===== config.mk =====
export PLATFORM = sky130hd
export DESIGN_NAME = rv32_multicycle_ctrl
export DESIGN_NICKNAME = d
export VERILOG_FILES = /design/src/rtl/rv32_multicycle_ctrl.sv
export SDC_FILE = /design/constraint.sdc
export NUM_CORES = 1
export LEC_CHECK = 0
export ABC_AREA = 1
export CORE_ASPECT_RATIO = 1.1
export CORE_MARGIN = 2
export CORE_UTILIZATION = 33
export DETAILED_ROUTE_END_ITERATION = 10
export GPL_TIMING_DRIVEN = 0
export PLACE_DENSITY = 0.86
export SETUP_SLACK_MARGIN = 0.1
export SYNTH_ARGS = -nofsm -noshare
export SYNTH_HDL_FRONTEND = slang
export SYNTH_SLANG_ARGS = --single-unit

===== constraint.sdc =====
create_clock -name clk -period 2.15 [get_ports clk]
set_clock_uncertainty 0.05 [all_clocks]
set_input_delay 0.3225 -clock clk [delete_from_list [all_inputs] [get_ports clk]]
set_output_delay 0.3225 -clock clk [all_outputs]
set_load 0.01 [all_outputs]

===== src/rtl/rv32_multicycle_ctrl.sv =====
// rtl/rv32_multicycle_ctrl.sv - multi-cycle FETCH/DECODE/EXEC/MEM/WB control sequencer for RV32I
//
// Optional feature macro: RV32_CTRL_RETIRE_CNT_EN (builds the retired-instruction counter;
// when undefined, retired is tied to 0).
//
// Ports:
//   clk            rising-edge clock
//   rst            synchronous active-high reset
//   i_instruction  IR contents, stable from the cycle after IRWrite
//   BrEq, BrLt     branch comparator results (BrLt signedness follows BrUn)
//   mem_ready      memory completes the current request this cycle
//   mem_req        memory request, held until mem_ready
//   MemRW          1 = write, 0 = read; meaningful while mem_req
//   PCWrite        PC load strobe
//   IRWrite        IR load strobe
//   PCSel          0 = PC+4, 1 = ALU result
//   ImmSel         0=I, 1=S, 2=B, 3=U, 4=J
//   BrUn           unsigned branch compare
//   ASel           0 = rs1, 1 = PC
//   BSel           0 = rs2, 1 = imm
//   ALUSel         0 add, 1 sub, 2 sll, 3 slt, 4 sltu, 5 xor, 6 srl, 7 sra, 8 or, 9 and, 15 passB
//   RegWEn         register file write enable
//   WBSel          0 = mem, 1 = ALU, 2 = PC+4
//   trap           halted on illegal instruction / ECALL / EBREAK
//   state          0 FETCH, 1 DECODE, 2 EXEC, 3 MEM, 4 WB, 5 TRAP
//   retired        count of cycles with PCWrite=1 (retired instructions)
module rv32_multicycle_ctrl #(
  parameter logic [2:0] RESET_STATE = 3'd0
) (
  input  logic        clk,
  input  logic        rst,
  input  logic [31:0] i_instruction,
  input  logic        BrEq,
  input  logic        BrLt,
  input  logic        mem_ready,
  output logic        mem_req,
  output logic        MemRW,
  output logic        PCWrite,
  output logic        IRWrite,
  output logic        PCSel,
  output logic [2:0]  ImmSel,
  output logic        BrUn,
  output logic        ASel,
  output logic        BSel,
  output logic [3:0]  ALUSel,
  output logic        RegWEn,
  output logic [1:0]  WBSel,
  output logic        trap,
  output logic [2:0]  state,
  output logic [31:0] retired
);

  typedef enum logic [2:0] {
    S_FETCH  = 3'd0,
    S_DECODE = 3'd1,
    S_EXEC   = 3'd2,
    S_MEM    = 3'd3,
    S_WB     = 3'd4,
    S_TRAP   = 3'd5
  } state_t;

  localparam logic [6:0] OPC_OP     = 7'b0110011;
  localparam logic [6:0] OPC_OPIMM  = 7'b0010011;
  localparam logic [6:0] OPC_LUI    = 7'b0110111;
  localparam logic [6:0] OPC_AUIPC  = 7'b0010111;
  localparam logic [6:0] OPC_JAL    = 7'b1101111;
  localparam logic [6:0] OPC_JALR   = 7'b1100111;
  localparam logic [6:0] OPC_BRANCH = 7'b1100011;
  localparam logic [6:0] OPC_LOAD   = 7'b0000011;
  localparam logic [6:0] OPC_STORE  = 7'b0100011;
  localparam logic [6:0] OPC_FENCE  = 7'b0001111;

  localparam logic [2:0] IMM_I = 3'd0;
  localparam logic [2:0] IMM_S = 3'd1;
  localparam logic [2:0] IMM_B = 3'd2;
  localparam logic [2:0] IMM_U = 3'd3;
  localparam logic [2:0] IMM_J = 3'd4;

  localparam logic [3:0] ALU_ADD   = 4'd0;
  localparam logic [3:0] ALU_SUB   = 4'd1;
  localparam logic [3:0] ALU_PASSB = 4'd15;

  localparam logic [1:0] WB_MEM = 2'd0;
  localparam logic [1:0] WB_ALU = 2'd1;
  localparam logic [1:0] WB_PC4 = 2'd2;

  state_t state_q, state_d;

  logic [6:0] opcode;
  logic [2:0] funct3;
  logic [6:0] funct7;
  logic [4:0] rd;
  logic       legal;
  logic       taken;
  logic       is_branch, is_fence, is_load, is_store, is_jump;
  logic       pc_write_c, ir_write_c, reg_wen_c;
  logic       unused_ok;

  assign opcode    = i_instruction[6:0];
  assign rd        = i_instruction[11:7];
  assign funct3    = i_instruction[14:12];
  assign funct7    = i_instruction[31:25];
  assign unused_ok = ^i_instruction[24:15];

  assign is_branch = (opcode == OPC_BRANCH);
  assign is_fence  = (opcode == OPC_FENCE);
  assign is_load   = (opcode == OPC_LOAD);
  assign is_store  = (opcode == OPC_STORE);
  assign is_jump   = (opcode == OPC_JAL) || (opcode == OPC_JALR);

  // Shared funct3 -> ALU op map for OP and OP-IMM; bit30 only distinguishes SRL/SRA here,
  // SUB is handled by the caller because OP-IMM has no subtract.
  function automatic logic [3:0] f3_alu(input logic [2:0] f3, input logic bit30);
    case (f3)
      3'b000:  f3_alu = 4'd0;
      3'b001:  f3_alu = 4'd2;
      3'b010:  f3_alu = 4'd3;
      3'b011:  f3_alu = 4'd4;
      3'b100:  f3_alu = 4'd5;
      3'b101:  f3_alu = bit30 ? 4'd7 : 4'd6;
      3'b110:  f3_alu = 4'd8;
      default: f3_alu = 4'd9;
    endcase
  endfunction

  // Instruction decode: datapath selects plus legality. SYSTEM (ECALL/EBREAK/CSR) falls
  // into the default arm and is therefore illegal, which sends DECODE to TRAP.
  always_comb begin
    legal  = 1'b0;
    ImmSel = IMM_I;
    ASel   = 1'b0;
    BSel   = 1'b0;
    ALUSel = ALU_ADD;
    BrUn   = 1'b0;
    WBSel  = WB_ALU;
    case (opcode)
      OPC_OP: begin
        legal  = (funct7 == 7'b0000000) ||
                 ((funct7 == 7'b0100000) && ((funct3 == 3'b000) || (funct3 == 3'b101)));
        ALUSel = f3_alu(funct3, i_instruction[30]);
        if ((funct3 == 3'b000) && i_instruction[30]) ALUSel = ALU_SUB;
      end
      OPC_OPIMM: begin
        if (funct3 == 3'b001)      legal = (funct7 == 7'b0000000);
        else if (funct3 == 3'b101) legal = (funct7 == 7'b0000000) || (funct7 == 7'b0100000);
        else                       legal = 1'b1;
        BSel   = 1'b1;
        ALUSel = f3_alu(funct3, i_instruction[30]);
      end
      OPC_LUI: begin
        legal  = 1'b1;
        BSel   = 1'b1;
        ImmSel = IMM_U;
        ALUSel = ALU_PASSB;
      end
      OPC_AUIPC: begin
        legal  = 1'b1;
        ASel   = 1'b1;
        BSel   = 1'b1;
        ImmSel = IMM_U;
      end
      OPC_JAL: begin
        legal  = 1'b1;
        ASel   = 1'b1;
        BSel   = 1'b1;
        ImmSel = IMM_J;
        WBSel  = WB_PC4;
      end
      OPC_JALR: begin
        legal  = (funct3 == 3'b000);
        BSel   = 1'b1;
        WBSel  = WB_PC4;
      end
      OPC_BRANCH: begin
        legal  = (funct3[2:1] != 2'b01);
        ASel   = 1'b1;
        BSel   = 1'b1;
        ImmSel = IMM_B;
        BrUn   = funct3[1];
      end
      OPC_LOAD: begin
        legal  = (funct3 != 3'b011) && (funct3[2:1] != 2'b11);
        BSel   = 1'b1;
        WBSel  = WB_MEM;
      end
      OPC_STORE: begin
        legal  = !funct3[2] && (funct3 != 3'b011);
        BSel   = 1'b1;
        ImmSel = IMM_S;
      end
      OPC_FENCE: legal = (funct3 == 3'b000);
      default:   legal = 1'b0;
    endcase
  end

  always_comb begin
    case (funct3)
      3'b000:         taken = BrEq;
      3'b001:         taken = !BrEq;
      3'b100, 3'b110: taken = BrLt;
      3'b101, 3'b111: taken = !BrLt;
      default:        taken = 1'b0;
    endcase
  end

  always_ff @(posedge clk) begin
    if (rst) state_q <= state_t'(RESET_STATE);
    else     state_q <= state_d;
  end

  always_comb begin
    state_d    = state_q;
    mem_req    = 1'b0;
    MemRW      = 1'b0;
    pc_write_c = 1'b0;
    ir_write_c = 1'b0;
    reg_wen_c  = 1'b0;
    PCSel      = 1'b0;
    trap       = 1'b0;
    case (state_q)
      S_FETCH: begin
        mem_req = 1'b1;
        if (mem_ready) begin
          ir_write_c = 1'b1;
          state_d    = S_DECODE;
        end
      end
      S_DECODE: state_d = legal ? S_EXEC : S_TRAP;
      S_EXEC: begin
        if (is_branch) begin
          pc_write_c = 1'b1;
          PCSel      = taken;
          state_d    = S_FETCH;
        end else if (is_fence) begin
          pc_write_c = 1'b1;
          state_d    = S_FETCH;
        end else if (is_load || is_store) begin
          state_d = S_MEM;
        end else begin
          state_d = S_WB;
        end
      end
      S_MEM: begin
        mem_req = 1'b1;
        MemRW   = is_store;
        if (mem_ready) begin
          if (is_store) begin
            pc_write_c = 1'b1;
            state_d    = S_FETCH;
          end else begin
            state_d = S_WB;
          end
        end
      end
      S_WB: begin
        reg_wen_c  = (rd != 5'd0);
        pc_write_c = 1'b1;
        PCSel      = is_jump;
        state_d    = S_FETCH;
      end
      S_TRAP:  trap = 1'b1;
      default: state_d = S_FETCH;
    endcase
  end

  // Reset abandons whatever instruction is in flight, so no architectural strobe may
  // fire in the reset cycle even if the FSM would otherwise complete a step.
  assign PCWrite = pc_write_c & ~rst;
  assign IRWrite = ir_write_c & ~rst;
  assign RegWEn  = reg_wen_c & ~rst;
  assign state   = state_q;

`ifdef RV32_CTRL_RETIRE_CNT_EN
  logic [31:0] retired_q;

  always_ff @(posedge clk) begin
    if (rst)          retired_q <= 32'd0;
    else if (PCWrite) retired_q <= retired_q + 32'd1;
  end

  assign retired = retired_q;
`else
  assign retired = 32'd0;
`endif

endmodule


==> run metrics, run 1 <==
outcome finished clean; cell internal pwr ~0.28 mW; RSZ-0062 raised after global routing no; ant diodes 0; final setup vio count 0; via count of the routed design 1,320; slowest stage cell, crit path clkdlybuf4s50_1; cts bufs inserted 3; placed instance count around 300; crit path launch type input pin; Wirelength per Cell a little under 10 µm; Finished Layout Cells 308; dpl ws -0.558 ns; CP max stage delay 0.56 ns; Worst R2R Start state[1]$_SDFFE_PP0P_; crit path DAT 1.67 ns; Psw approximately 0.19 mW; required time of the critical path 1.78 ns; core area around 2800 µm²; Die Y 61.3 µm; Syn Inst Count 187; worst-case clock buffer depth 2; Critical Path Start i_instruction[5]; largest cells by area after synthesis buf_4 24%, nand2_1 19%, inv_1 10%; total number of H-tree levels 1; HPWL Detailed 2280 µm; most frequent cells in the layout 49 x nand2_1, 37 x buf_4, 32 x conb_1, 24 x inv_1, 21 x clkdlybuf4s50_1; Worst Setup End Kind output pin; Filler cells 281; YS warnings 0; Crit Path Category input pin to output pin; antenna violations before repair 0; largest area contributor in the netlist buf_4; sw frac 40.6%; Hold Path Origin state[2]$_SDFFE_PP0P_; CTS tree built; Netlist cell types 25; Pleak 1.05 nW; worst path cell trace dlygate4sd2_1 > nand3_2 > nor2_4 > clkdlybuf4s50_1; post-synth top area share between 20% and 30%; Syn Area/Cell 5.26 µm²; Die Area 3430 µm²; Seq pwr share 17.4%; Gate power share around three fifths; Tmin final approximately 2.0 ns; GPL Wtd Cong 0.806; cell row count 20; area delta synth->final 78.1%; Max Fclk 0.490 GHz; Tot GR Track Use 15.4%; grt ovf 0; PD cells 273 nW/µm²; count of final max-slew check failures 0; initial core utilization 35.1%; # DRC 0; Antenna Nets Post-Route 0; drt total wl around 3000 µm; largest net degree at the start of global routing 8; final net count between 300 and 400; mapped cell area 983 µm²; Seq cells post-synth 3; DR iter-0 viols 33; Die X 56.1 µm; worst-path fanout max 7; max reg flops 3; clk root buf clkbuf_4; Buffers on Ports 48; final hold vios 0; peak supply drop 0.408 mV; most common cell after layout, fill and taps aside nand2_1; worst skew pair latency about 0.23 ns; Ports between 90 and 100; Clock Power Share around a fifth; layout cells sized above 1 ~29%; first-pass GRT wire length approximately 4400 µm; vias per inst 4.29; final worst path period share ~95%; Seq/Total Area, Yosys approximately 6.1%; Worst-path clk slew 0.04 ns; CTS Sinks 3; vias in the first global route ~1,100; 1st-pass router iterations 4; min setup slack post-route 0.111 ns; Max-Cap Viols 0; worst min-delay path category flip-flop to flip-flop
## path summary, 6_finish.rpt
kind / slack [ns] / cells after the start / to
worst max-delay path: 0.11 / 4 / WBSel[1]
worst min-delay path: 0.56 / 3 / state[2]$_SDFFE_PP0P_
worst max register to register: 0.66 / 8 / state[2]$_SDFFE_PP0P_
worst min register to register: 0.56 / 3 / state[2]$_SDFFE_PP0P_
## cells in the mapped netlist
cell / count
o21ai_1: 1
nor3_4: 1
nand2_2: 3
inv_1: 27
a22oi_1: 1
nor3_2: 1
o21ai_0: 8
nor4_1: 1
o31ai_1: 1
o211ai_1: 1
nand3_1: 5
o311ai_0: 1
nor3_1: 7
conb_1: 1
dfxtp_1: 3
nor2_1: 25
nor2_2: 3
and3_1: 1
inv_2: 4
a21oi_1: 6
buf_4: 32
a31oi_1: 1
nand2_1: 49
nand4_1: 1
nand3_2: 3
## worst max-delay path: cells and delay by family
family / cells / cell delay (ns)
buf+inv: 2 / 0.95
simple gates: 2 / 0.39
## area by class of cell
class / count / area, µm² / area share (%)
Sequential cell: 3 / 68.8 / 3.93
Buffer: 32 / 240 / 13.7
Tap cell: 33 / 41.3 / 2.36
Timing Repair Buffer: 53 / 509 / 29.1
Multi-Input combinational cell: 152 / 749 / 42.8
Inverter: 31 / 116 / 6.64
Clock buffer: 4 / 26.3 / 1.50
## cells by family after synthesis
group,Yosys count,synth area share (%)
DFF,3,6.11
other,1,0.381
buffers and inverters,63,36.3
AOI/OAI and AO/OA,20,11.5
and+or+nand+nor,100,45.8
## layer usage
metal / part of all wire (%) / wire [µm] / vias to the layer above / GRT usage (%)
met3: 7.4 / 223 / 0 / 2.94
met4: 0 / 0 / 0 / 1.02
met5: 0 / 0 / - / 0
li1: - / - / 691 / -
met1: 39 / 1180 / 566 / 17.2
met2: 53 / 1590 / 63 / 32.1
## power by group through the flow
| stage | clock network, mW | registers (mW) | logic [mW] |
|---|---|---|---|
| global placement | 0 | 0.0775 | 0.276 |
| CTS | 0.104 | 0.0823 | 0.287 |
| global route | 0.110 | 0.0849 | 0.328 |
| detailed placement | 0 | 0.0778 | 0.280 |
| floorplan | 0 | 0.0792 | 0.161 |
| finish | 0.0989 | 0.0834 | 0.296 |
## repair_timing
| action | 4_1_cts | 5_1_grt |
|---|---|---|
| hold buffers | 0 | 0 |
| endpoints found under the setup margin | 19 | 18 |
| setup buffers | 2 | 3 |
| pin swaps | 4 | 4 |
| gates resized for setup | 53 | 19 |
## metrics by stage
step	power [mW]	utilization [%]	hold WS, ns	area, µm²	TNS, ns
after floorplan	0.240	-	0.342	1100	0
after global placement	0.354	57.9	0.611	1620	-4.75
after detailed placement	0.358	57.9	0.612	1620	-4.70
after CTS	0.473	60.5	0.560	1700	-0.0692
after global routing	0.523	62.5	0.600	1750	0
final	0.478	62.5	0.562	1750	0
Power figures use the tool's default switching activity.
==> inputs of run 2 (changes only) <==
Settings changed: PLACE_DENSITY 0.86 to 0.84.
==> run 2 against run 1 <==
Net effect:
- cell area shrank 2.8%
- setup slack gained 0.025 ns
- global-route usage shrank 1.0 points
- worst hold slack lost 0.0047 ns
- power shrank 2.0%
- first-iteration DRC count grew 15%
- sequential share of layout area shrank 0.18 points
- register-to-register slack gained 0.14 ns
- die area is the same
- flip-flop and latch count is the same
- clock-buffer cell count is the same
- cell count shrank 0.32%
==> run metrics, run 2 (synthesis results as in run 1) <==
max reg flops 3 (unchanged); ant diodes 0 (unchanged); drt total wl 2850 µm (was 3000 µm); worst-case clock buffer depth 2 (unchanged); Worst-path clk slew 0.04 ns (about the same); Filler cells 283 (was 281); final net count 312 (was 313); initial core utilization 35.1% (unchanged); grt ovf 0 (unchanged); outcome finished clean (unchanged); crit path launch type input pin (unchanged); clk root buf clkbuf_4 (unchanged); Antenna Nets Post-Route 0 (unchanged); Max Fclk 0.496 GHz (was 0.490 GHz); Final Util 60.8% (was 62.5%); Crit Path Category input pin to output pin (unchanged); total number of H-tree levels 1 (unchanged); Psw 0.192 mW (was 0.194 mW); most common cell after layout, fill and taps aside nand2_1 (unchanged); RSZ-0062 raised after global routing yes (was no); worst path cell trace dlygate4sd2_1 > inv_2 > nand2_1 > o311ai_2 > nand2_1 > o21ai_1 > dlygate4sd2_1 (was dlygate4sd2_1 > nand3_2 > nor2_4 > clkdlybuf4s50_1); DR iter-0 viols 38 (was 33); Die Y 61.3 µm (unchanged); Worst Setup End Kind output pin (unchanged); placed instance count 299 (unchanged); required time of the critical path 1.78 ns (about the same); # DRC 0 (unchanged); Seq pwr share 17.0% (was 17.4%); Buffers on Ports 48 (unchanged); dpl ws -0.552 ns (was -0.558 ns); area delta synth->final 73.2% (was 78.1%); CTS Sinks 3 (unchanged); cell row count 20 (unchanged); met3 usage 3.99% (was 2.94%); CTS tree built (unchanged); CP max stage delay 0.29 ns (was 0.56 ns); 1st-pass router iterations 4 (unchanged); HPWL Detailed 2280 µm (about the same); Die X 56.1 µm (unchanged); final worst path period share 93.7% (was 94.8%); GRT Max-Usage Layer met2 (unchanged); Gate power share 60.8% (was 61.9%); sw frac 41.0% (was 40.6%); Hold WS 0.557 ns (was 0.562 ns); PD cells 275 nW/µm² (was 273 nW/µm²); count of final max-slew check failures 0 (unchanged); layout cells sized above 1 27.4% (was 28.7%); core area 2800 µm² (unchanged); met2 Track Usage GR 28.9% (was 32.1%); worst min-delay path category flip-flop to flip-flop (unchanged); cell internal pwr 0.276 mW (was 0.284 mW); Tot GR Track Use 14.4% (was 15.4%); Clock Power Share 22.2% (was 20.7%); slowest stage cell, crit path dlygate4sd2_1 (was clkdlybuf4s50_1); Finished Layout Cells 307 (was 308); worst-path fanout max 5 (was 7); Pleak 0.988 nW (was 1.05 nW); met1 usage 15.1% (was 17.2%); min setup slack post-route 0.136 ns (was 0.111 ns); final hold vios 0 (unchanged); Wirelength per Cell 9.28 µm (was 9.73 µm); Ports 91 (unchanged); Die Area 3430 µm² (unchanged); overall power 0.468 mW (was 0.478 mW); Max-Cap Viols 0 (unchanged); worst skew pair latency 0.24 ns (was 0.23 ns); vias in the first global route 1,045 (was 1,086); largest net degree at the start of global routing 8 (unchanged); most frequent cells in the layout 49 x nand2_1, 36 x buf_4, 32 x conb_1, 24 x inv_1, 22 x clkdlybuf4s50_1 (was 49 x nand2_1, 37 x buf_4, 32 x conb_1, 24 x inv_1, 21 x clkdlybuf4s50_1); cts bufs inserted 3 (unchanged); crit path DAT 1.64 ns (was 1.67 ns); first-pass GRT wire length 4060 µm (was 4400 µm); via count of the routed design 1,296 (was 1,320); Tmin final 2.01 ns (was 2.04 ns); vias per inst 4.22 (was 4.29); antenna violations before repair 0 (unchanged); GPL Wtd Cong 0.828 (was 0.806); peak supply drop 0.413 mV (was 0.408 mV); final setup vio count 0 (unchanged)
run 2: layer usage:
layer	up-vias	share of wire, %
li1	697	-
met2	62	50
met5	-	0
met3	6	8.4
met4	0	1.8
met1	531	40
run 2: what timing repair did:
action                                  4_1_cts  5_1_grt
buffers inserted                              4        0
pin swaps                                     5        1
hold buffers                                  0        0
resized for setup                            45       13
endpoints found under the setup margin       19       12
run 2: stage by stage:
step                      TNS, ns  area [µm²]
after floorplan                 0        1100
after global placement      -4.66        1620
after detailed placement    -4.68        1620
after CTS                       0        1690
after global routing            0        1700
final                           0        1700
run 2: final timing paths:
kind              cells after the start               endpoint                   from  slack [ns]
setup / recovery                      7                  PCSel      i_instruction[13]        0.14
hold / removal                        3  state[2]$_SDFFE_PP0P_  state[1]$_SDFFE_PP0P_        0.56
setup reg to reg                      8  state[2]$_SDFFE_PP0P_  state[1]$_SDFFE_PP0P_        0.80
hold reg to reg                       3  state[2]$_SDFFE_PP0P_  state[1]$_SDFFE_PP0P_        0.56
run 2: layout make-up:
cell class                      count  area (µm²)  share of cell area [%]
Multi-Input combinational cell    152         729                    42.8
Inverter                           31         116                    6.83
Tap cell                           33        41.3                    2.42
Sequential cell                     3        63.8                    3.75
Buffer                             32         240                    14.1
Clock buffer                        4        26.3                    1.54
Timing Repair Buffer               52         485                    28.5
run 2: power groups by stage:
stage	registers, mW	clock network [mW]	logic, mW
after floorplan	0.0792	0	0.161
after global placement	0.0777	0	0.276
after detailed placement	0.0778	0	0.280
after CTS	0.0792	0.105	0.281
after global routing	0.0805	0.113	0.311
final	0.0797	0.104	0.285
run 2: worst max-delay path, delay by kind of cell:
family,cells,cell delay [ns]
compound gates,2,0.45
simple gates,2,0.20
buf+inv,3,0.67
